## src/rtl/rst_seq_ctrl.sv

```systemverilog
`default_nettype none
// ============================================================================
//  Module   : rst_seq_ctrl
//  Purpose  : Power-up / reset sequencer. Qualifies PLL lock, enables the
//             downstream gated clocks, releases per-domain resets one at a
//             time (bit 0 first), and re-asserts them in reverse order on
//             shutdown before dropping the clock enable.
//  Option   : RST_SEQ_TIMEOUT_EN - enables the WAIT_LOCK timeout and FAULT
//             state; when undefined WAIT_LOCK waits forever, fault is 0.
//  Revision : 1.0 - initial release
// ============================================================================
module rst_seq_ctrl #(
   parameter int N_DOM     = 3,
   parameter int INIT_DLY  = 50,
   parameter int LOCK_FILT = 8,
   parameter int GAP       = 16,
   parameter int TIMEOUT   = 4096
) (
   input  logic             clk,
   input  logic             reset,
   input  logic             start,
   input  logic             locked,
   output logic [N_DOM-1:0] seq_rst,
   output logic             clk_en,
   output logic             ready,
   output logic             lock_lost,
   output logic             fault,
   output logic [2:0]       state_o
);

   localparam int C_MAX_IG  = (INIT_DLY > GAP) ? INIT_DLY : GAP;
   localparam int C_MAX_ALL = (C_MAX_IG > TIMEOUT) ? C_MAX_IG : TIMEOUT;
   localparam int C_CNT_W   = $clog2(C_MAX_ALL + 1);
   localparam int C_LCK_W   = $clog2(LOCK_FILT + 1);
   localparam int C_IDX_W   = $clog2(N_DOM + 1);

   localparam logic [C_CNT_W-1:0] C_INIT_LAST = C_CNT_W'(INIT_DLY - 1);
   localparam logic [C_CNT_W-1:0] C_GAP_LAST  = C_CNT_W'(GAP - 1);
   localparam logic [C_LCK_W-1:0] C_LOCK_LAST = C_LCK_W'(LOCK_FILT - 1);
   localparam logic [C_IDX_W-1:0] C_IDX_LAST  = C_IDX_W'(N_DOM - 1);
   localparam logic [C_IDX_W-1:0] C_IDX_ALL   = C_IDX_W'(N_DOM);
   localparam logic [N_DOM-1:0]   C_BIT0      = N_DOM'(1);
`ifdef RST_SEQ_TIMEOUT_EN
   localparam logic [C_CNT_W-1:0] C_TO_LAST   = C_CNT_W'(TIMEOUT - 1);
`endif

   typedef enum logic [2:0] {
      S_IDLE      = 3'd0,
      S_INIT      = 3'd1,
      S_WAIT_LOCK = 3'd2,
      S_RELEASE   = 3'd3,
      S_RUN       = 3'd4,
      S_SHUTDOWN  = 3'd5,
      S_FAULT     = 3'd6
   } state_t;

   state_t               state_q, state_d;
   logic [C_CNT_W-1:0]   cnt_q, cnt_d;
   logic [C_LCK_W-1:0]   lock_cnt_q, lock_cnt_d;
   logic [C_IDX_W-1:0]   idx_q, idx_d;
   logic [N_DOM-1:0]     seq_rst_q, seq_rst_d;
   logic                 clk_en_q, clk_en_d;
   logic                 ready_q, ready_d;
   logic                 lock_lost_q, lock_lost_d;
   logic                 lk_meta_q, lk_s_q;
   logic                 w_lock_loss;
   logic [C_IDX_W-1:0]   w_rel_cnt;
`ifdef RST_SEQ_TIMEOUT_EN
   logic                 fault_q, fault_d;
`endif

   // Two-flop synchronizer for the asynchronous PLL lock input
   always_ff @(posedge clk) begin
      if (reset) begin
         lk_meta_q <= 1'b0;
         lk_s_q    <= 1'b0;
      end else begin
         lk_meta_q <= locked;
         lk_s_q    <= lk_meta_q;
      end
   end

   // State, counters and registered outputs
   always_ff @(posedge clk) begin
      if (reset) begin
         state_q     <= S_IDLE;
         cnt_q       <= '0;
         lock_cnt_q  <= '0;
         idx_q       <= '0;
         seq_rst_q   <= '1;
         clk_en_q    <= 1'b0;
         ready_q     <= 1'b0;
         lock_lost_q <= 1'b0;
`ifdef RST_SEQ_TIMEOUT_EN
         fault_q     <= 1'b0;
`endif
      end else begin
         state_q     <= state_d;
         cnt_q       <= cnt_d;
         lock_cnt_q  <= lock_cnt_d;
         idx_q       <= idx_d;
         seq_rst_q   <= seq_rst_d;
         clk_en_q    <= clk_en_d;
         ready_q     <= ready_d;
         lock_lost_q <= lock_lost_d;
`ifdef RST_SEQ_TIMEOUT_EN
         fault_q     <= fault_d;
`endif
      end
   end

   // Next-state and output decode; lock loss beats start low beats progress
   always_comb begin
      state_d     = state_q;
      cnt_d       = cnt_q;
      lock_cnt_d  = lock_cnt_q;
      idx_d       = idx_q;
      seq_rst_d   = seq_rst_q;
      clk_en_d    = clk_en_q;
      ready_d     = ready_q;
      lock_lost_d = 1'b0;
`ifdef RST_SEQ_TIMEOUT_EN
      fault_d     = fault_q;
`endif
      w_lock_loss = !lk_s_q && (state_q == S_RELEASE || state_q == S_RUN ||
                                state_q == S_SHUTDOWN);
      // RUN keeps idx at 0, so the number of released domains is implied
      w_rel_cnt   = (state_q == S_RUN) ? C_IDX_ALL : idx_q;

      if (w_lock_loss) begin
         seq_rst_d   = '1;
         clk_en_d    = 1'b0;
         ready_d     = 1'b0;
         lock_lost_d = 1'b1;
         cnt_d       = '0;
         lock_cnt_d  = '0;
         idx_d       = '0;
         state_d     = start ? S_WAIT_LOCK : S_IDLE;
      end else if (!start && (state_q == S_RELEASE || state_q == S_RUN)) begin
         // Shutdown entry: re-assert the highest released domain right away
         state_d = S_SHUTDOWN;
         ready_d = 1'b0;
         cnt_d   = '0;
         if (w_rel_cnt != '0) begin
            seq_rst_d = seq_rst_q | (C_BIT0 << (w_rel_cnt - 1'b1));
            idx_d     = w_rel_cnt - 1'b1;
         end else begin
            idx_d     = '0;
         end
      end else begin
         case (state_q)
            S_IDLE: begin
               if (start) begin
                  state_d = S_INIT;
                  cnt_d   = '0;
               end
            end
            S_INIT: begin
               if (!start) begin
                  state_d = S_IDLE;
                  cnt_d   = '0;
               end else if (cnt_q == C_INIT_LAST) begin
                  state_d = S_WAIT_LOCK;
                  cnt_d   = '0;
               end else begin
                  cnt_d   = cnt_q + 1'b1;
               end
            end
            S_WAIT_LOCK: begin
               if (!start) begin
                  state_d    = S_IDLE;
                  cnt_d      = '0;
                  lock_cnt_d = '0;
               end else if (lk_s_q && lock_cnt_q == C_LOCK_LAST) begin
                  state_d    = S_RELEASE;
                  clk_en_d   = 1'b1;
                  cnt_d      = '0;
                  lock_cnt_d = '0;
               end else begin
                  lock_cnt_d = lk_s_q ? lock_cnt_q + 1'b1 : '0;
`ifdef RST_SEQ_TIMEOUT_EN
                  // Dwell counter: give up after TIMEOUT unqualified cycles
                  if (cnt_q == C_TO_LAST) begin
                     state_d    = S_FAULT;
                     fault_d    = 1'b1;
                     seq_rst_d  = '1;
                     clk_en_d   = 1'b0;
                     cnt_d      = '0;
                     lock_cnt_d = '0;
                  end else begin
                     cnt_d      = cnt_q + 1'b1;
                  end
`endif
               end
            end
            S_RELEASE: begin
               if (cnt_q == C_GAP_LAST) begin
                  seq_rst_d = seq_rst_q & ~(C_BIT0 << idx_q);
                  cnt_d     = '0;
                  if (idx_q == C_IDX_LAST) begin
                     state_d = S_RUN;
                     ready_d = 1'b1;
                     idx_d   = '0;
                  end else begin
                     idx_d   = idx_q + 1'b1;
                  end
               end else begin
                  cnt_d = cnt_q + 1'b1;
               end
            end
            S_RUN: begin
               state_d = S_RUN;
            end
            S_SHUTDOWN: begin
               // start is deliberately ignored until IDLE is reached
               if (cnt_q == C_GAP_LAST) begin
                  cnt_d = '0;
                  if (idx_q != '0) begin
                     seq_rst_d = seq_rst_q | (C_BIT0 << (idx_q - 1'b1));
                     idx_d     = idx_q - 1'b1;
                  end else begin
                     clk_en_d  = 1'b0;
                     state_d   = S_IDLE;
                  end
               end else begin
                  cnt_d = cnt_q + 1'b1;
               end
            end
`ifdef RST_SEQ_TIMEOUT_EN
            S_FAULT: begin
               if (!start) begin
                  state_d = S_IDLE;
                  fault_d = 1'b0;
               end
            end
`endif
            default: begin
               state_d    = S_IDLE;
               cnt_d      = '0;
               lock_cnt_d = '0;
               idx_d      = '0;
               seq_rst_d  = '1;
               clk_en_d   = 1'b0;
               ready_d    = 1'b0;
            end
         endcase
      end
   end

   assign seq_rst   = seq_rst_q;
   assign clk_en    = clk_en_q;
   assign ready     = ready_q;
   assign lock_lost = lock_lost_q;
   assign state_o   = state_q;
`ifdef RST_SEQ_TIMEOUT_EN
   assign fault     = fault_q;
`else
   assign fault     = 1'b0;
`endif

endmodule
`default_nettype wire

```

## config.mk

```make
export PLATFORM = sky130hd
export DESIGN_NAME = rst_seq_ctrl
export DESIGN_NICKNAME = d
export VERILOG_FILES = /design/src/rtl/rst_seq_ctrl.sv
export SDC_FILE = /design/constraint.sdc
export NUM_CORES = 1
export LEC_CHECK = 0
export BUFFER_PORTS_ARGS = -buffer_cell sky130_fd_sc_hd__buf_2
export CORE_ASPECT_RATIO = 1.1
export CORE_UTILIZATION = 36
export CTS_CLUSTER_SIZE = 14
export DETAILED_ROUTE_END_ITERATION = 6
export PLACE_DENSITY = 0.63
export SLEW_MARGIN = 0
export SYNTH_ARGS = -nofsm -noshare
export SYNTH_HDL_FRONTEND = slang
export SYNTH_SLANG_ARGS = --single-unit
```

## constraint.sdc

```tcl
create_clock -name clk -period 4.4 [get_ports clk]
set_input_delay 0.66 -clock clk [delete_from_list [all_inputs] [get_ports clk]]
set_output_delay 0.66 -clock clk [all_outputs]
set_load 0.01 [all_outputs]
```

=== Word-level counts from Yosys, hierarchy flattened ===
Cells that the tools add are included.

* $add $sub $neg: 5
* Equality and inequality tests: 29
* Shift-type cells: 3
* Multiplexer cells: 47
* Bitwise gates (word level): 9
* Reductions and logical operators: 24

{| class="wikitable"
|+ Operators with widths
! cell !! number
|-
| $mux 13 || 6
|-
| $pmux 13 s5 || 1
|-
| $mux 3 || 16
|-
| $pmux 3 s6 || 1
|-
| $mux 2 || 8
|-
| $add 13x1->13 const B || 1
|-
| $eq 13x4->1 const B || 1
|-
| $eq 13x6->1 const B || 1
|-
| $mux 4 || 3
|-
| $ne 4x2->1 const B || 3
|-
| $ne 2x1->1 const B || 5
|-
| $ne 5x5->1 const B || 2
|-
| $reduce_or 5->1 || 2
|-
| $ne 3x1->1 const B || 3
|-
| $pmux 3 s3 || 1
|-
| $shl 1x2->3 const A || 3
|-
| $ne 2x2->1 const B || 4
|-
| $ne 4x4->1 const B || 2
|-
| $pmux 4 s2 || 1
|-
| $reduce_or 4->1 || 2
|-
| $mux 1 || 7
|-
| $reduce_and 7->1 || 1
|-
| $eq 3x2->1 const B || 2
|-
| $eq 3x3->1 const B || 2
|-
| 26 further kinds || 39
|}

* Bits in registers: 30
* Input port bits: 4
* Output and inout bits: 10
* Word-level logic and storage cells: 127

=== Depth between registers and ports, before layout ===
* Depth after elaboration: 7
* Depth in mapped cells: 8
* Mapped depth without buffers: 7

=== Worst setup path before layout ===
OpenSTA, ideal clock, no wires.

* Kind: in2reg
* Start: input port start
* End: register state_q[1] (netlist: state_o[1])
* Library setup time: 0.091 ns
* Data arrival time: 1.829 ns
* Required time: 4.309 ns
* Path slack: 2.480 ns
* Cell stages on the path: 6
* Buffers on the path: 1
* Cell sequence: buf_4 and4bb_1 a22o_1 a41oi_2 a31oi_1 a311oi_1

* Cells in the longest elaborated chain, start to end: 4
* Elaborated cells on any way between the ends: 16
* Those cells by class: eq/ne (7); mux (6); reduce/logical (3)

{| class="wikitable"
|+ RTL lines
! element !! RTL line !! source
|-
| from (decl) || 21 || <nowiki>input logic start,</nowiki>
|-
| $mux 3, or another cell as far along || 170 || <nowiki>if (!start) begin</nowiki>
|-
| $pmux 3 s6 or $logic_and 1x1->1 (tied branches) || 151, 139 ||
|-
| $mux 3, or another cell as far along || 139 || <nowiki>end else if (!start && (state_q == S_RELEASE || state_q == S_RUN)) begin</nowiki>
|-
| $mux 3 or $reduce_and 7->1 (tied branches) || n/a ||
|-
| to (signal assigned) || 98 || <nowiki>state_q <= state_d;</nowiki>
|-
| to (decl) || 57 || <nowiki>state_t state_q, state_d;</nowiki>
|}

Several ways; a longest one is shown, not always the timed one.
A chain may end at the register's enable or synchronous reset.

=== Worst setup path in the final report ===
* Start: register state_q[2] (netlist: state_o[2])
* End: register cnt_q[12]

* Cells in the longest elaborated chain, start to end: 5
* Elaborated cells on any way between the ends: 17
* Those cells by class: eq/ne (7); mux (1); bitwise (1); reduce/logical (8)

{| class="wikitable"
|+ RTL lines
! element !! RTL line !! source
|-
| $eq 3x2->1 or $eq 3x3->1 (tied branches) || 125, 139, 151 ||
|-
| $logic_or 1x1->1 || 125, 139 ||
|-
| $logic_or 1x1->1 || 125 || <nowiki>w_lock_loss = !lk_s_q && (state_q == S_RELEASE || state_q == S_RUN ||</nowiki>
|-
| $logic_and 1x1->1 || 125 ||
|-
| $reduce_or 3->1 (no source line) || n/a ||
|-
| to (signal assigned) || 99 || <nowiki>cnt_q <= cnt_d;</nowiki>
|-
| to (decl) || 58 || <nowiki>logic [C_CNT_W-1:0] cnt_q, cnt_d;</nowiki>
|}

Several ways; a longest one is shown, not always the timed one.

==> qor.yml <==
synthesis:
  syn_area_per_cell_sq_um: 8.303
  netlist_area_sq_mm: 0.002167
  ys_seq_area_share_pct: 27.71
  synthTopCellsByArea: "dfxtp_1, ha_1, nor2_1"
  ys_ff_latch: 30
  ys.flop_type: "dfxtp_1"
  ys_types: 67
  synth_fp_nets: 274
  syn_inst: 261
  synth_edf_count: 0
  async_flop_share_pct: 0
  synth_area_leader_cell: "dfxtp_1"
  yosysWarnings: 0
  yosys.area.top_type_share_pct: 27.71
global_route:
  grt_pass1_vias: 1755
  globalRouteMet1Util_pct: 21.95
  use_met3_pct: 2.857
  grt_overflow_total: 0
  grt_pass1_wl_microns: 8300
  grt_max_degree: 29
  track_usage_pct: 15.76
  grt.met2_usage_pct: 24.46
  grt.busiest_layer: "met2"
  antenna_found_initial: 0
sta:
  setup_tns_ns: 0
  relSlewSlack_pct: 40.85
  rsz0062_at_grt: "false"
  clock.fmax_ghz: 0.3770
  maxSlewViolCount: 0
  fin_crit_ns: 2.652
  hold_viol: 0
  fin_worst_skew_ns: 0.005067
  tightestPinTransition_ns: 0.8860
  setup_viol: 0
  finalCritPeriodShare_pct: 60.28
cells_and_area:
  final_common_cell: "dfxtp_1"
  drive_above_1_share_pct: 15.83
  final_cell_mix: "dfxtp_1, nor2_1, a21oi_1, nand2_1, nand3_1"
  syn2layout_area_growth_pct: 3.637
  fillers: 582
  fin_nets: 273
  antenna_cells: 0
pwr:
  intPower_uw: 427.5
  vdd_drop_max_mv: 0.1144
  netSwitchingPower_uw: 163.5
  pwr-share-seq_pct: 50.1
  switching_share_pct: 27.66
  p_leak_nw: 0.7719
  power.total_uw: 591.0
  p_clk_share_pct: 36.5
  pwr-share-comb_pct: 13.4
  power_density_mw_per_mm2: 263.1
critical_path:
  crit_path_start: "state_o[2]"
  start_kind: "flip-flop"
  ff2ff_setup_slack_ns: 1.75
  cp_max_fo: 22
  regToRegEndpoint: "cnt_q[12]"
  endpoint_kind: "flip-flop"
  worstSetupPathType: "flip-flop to flip-flop"
  r2r_cells: 5
  r2r_start: "state_o[2]"
  cp.arrival_ns: 2.85
  worstPathRequired_ns: 4.60
  setup.worst_path.end: "cnt_q[12]"
route:
  antenna_left: 0
  wire_per_inst_microns: 13.80
  drt_iter0_markers: 102
  drtPass1Iterations: 4
  finalWirelength_microns: 4638
  drc_errors: 0
  viasPerCell: 5.634
  num_vias: 1893
floorplan:
  die_w_microns: 75.98
  fp-row-count: 29
  die_h_microns: 83.38
  die-area_sq_mm: 0.006334
  core_area_sq_mm: 0.005769
  io_pins: 14
  initial_core_util_pct: 37.56
placement:
  gp_congestion: 0.7748
  dpl.hpwl_microns: 3241
  io_buffer_count: 12
clock_tree:
  clock_latency_ns: 0.28
  h-tree-depth: 2
  cts.clk_slew.worst_paths_ns: 0.06
  postCtsSetupRepairBufs: 0
  ctsResizeCount: 0
  cts_hold_buf: 0
  numCtsBuffers: 5
  clock-root-buffer: "clkbuf_8"
  clock_sinks: 30
  clockBufferDepth: 2
  cts_tree: "yes"
outcome:
  status: "finished, final reports clean"
run:
  cap_violations: 0
worst_hold_path:
  hold_path.class: "flip-flop to flip-flop"
registers in the layout, indices dropped and copies added (netlist names), 2 cells and up:
| register | count |
|---|---|
| cnt_q | 13 |
| idx_q | 2 |
| lock_cnt_q | 4 |
| seq_rst | 3 |
| state_o | 3 |
stage by stage:
step / util, % / hold slack, ns / setup WS [ns] / cells / area, sq um
after global routing: 38.93 / 0.4596 / 1.448 / 336 / 2246
after detailed placement: 37.50 / 0.4391 / 1.796 / 330 / 2163
after global placement: 37.50 / 0.4289 / 1.876 / 330 / 2163
final: 38.93 / 0.4394 / 1.748 / 336 / 2246
after CTS: 38.93 / 0.4464 / 1.754 / 336 / 2246
after floorplan: - / 0.4138 / 2.480 / 261 / 2167
worst min path at each step:
stage	start	depth (start not counted)	slack [ns]	end
finish	lk_meta_q	1	0.44	lk_s_q
detailed placement	lk_meta_q	1	0.44	lk_s_q
floorplan	lk_meta_q	1	0.41	lk_s_q
global placement	lk_meta_q	1	0.43	lk_s_q
global route	lk_meta_q	1	0.46	lk_s_q
CTS	lk_meta_q	1	0.45	lk_s_q
synthesized netlist by cell type (3+ instances only):
master     n
dfxtp_1   30
nor2_1    24
a21oi_1   16
nand2_1   16
nand3_1   16
inv_1     11
o21ai_0   11
a31oi_1    9
ha_1       9
nand2b_1   9
nand4_1    6
nor2b_1    6
buf_2      5
clkbuf_8   5
buf_4      4
nor3_1     4
o32a_1     4
a211oi_1   3
clkbuf_1   3
nand4b_1   3
o211ai_1   3
power by group through the flow:
stage	clock (mW)	combinational, mW	sequential [mW]
2_1_floorplan	0	0.0904	0.286
3_3_place_gp	0	0.0783	0.301
3_5_place_dp	0	0.0787	0.301
4_1_cts	0.224	0.0787	0.296
5_1_grt	0.235	0.0893	0.298
6_report	0.216	0.0790	0.296
routing by layer:
metal,up-vias,part of all wire (%)
li1,964,-
met1,889,49
met2,31,47
met3,9,3.0
met4,0,1.2
met5,-,0
kinds of logic (layout without fill, tap and decap cells):
| kind of cell | after synthesis | count (layout) | share of synthesized area [%] |
|---|---|---|---|
| buffers and inverters | 32 | 30 | 9.642 |
| muxes | 2 | 2 | 0.9238 |
| and+or+nand+nor | 113 | 113 | 31.24 |
| adders and majority gates | 9 | 9 | 5.196 |
| DFF | 30 | 30 | 27.71 |
| AOI/OAI and AO/OA | 74 | 74 | 25.12 |
| other | 1 | 1 | 0.1730 |
layout make-up:
cell class                      count  area (sq um)  share of cell area (%)
Clock buffer                        6         82.58                   3.677
Inverter                           11         41.29                   1.838
Multi-Input combinational cell    199          1358                   60.45
Sequential cell                    30         600.6                   26.74
Tap cell                           77         96.34                   4.290
Timing Repair Buffer               13         67.56                   3.008
worst max-delay path, cell delays in order, from the launching register on:
cell and delay, ns:
dfxtp_1 0.69, nand2b_1 0.34, a21bo_1 0.27, o22ai_2 0.68, or3b_1 0.41, a31oi_1 0.18
Power figures use the tool's default switching activity.
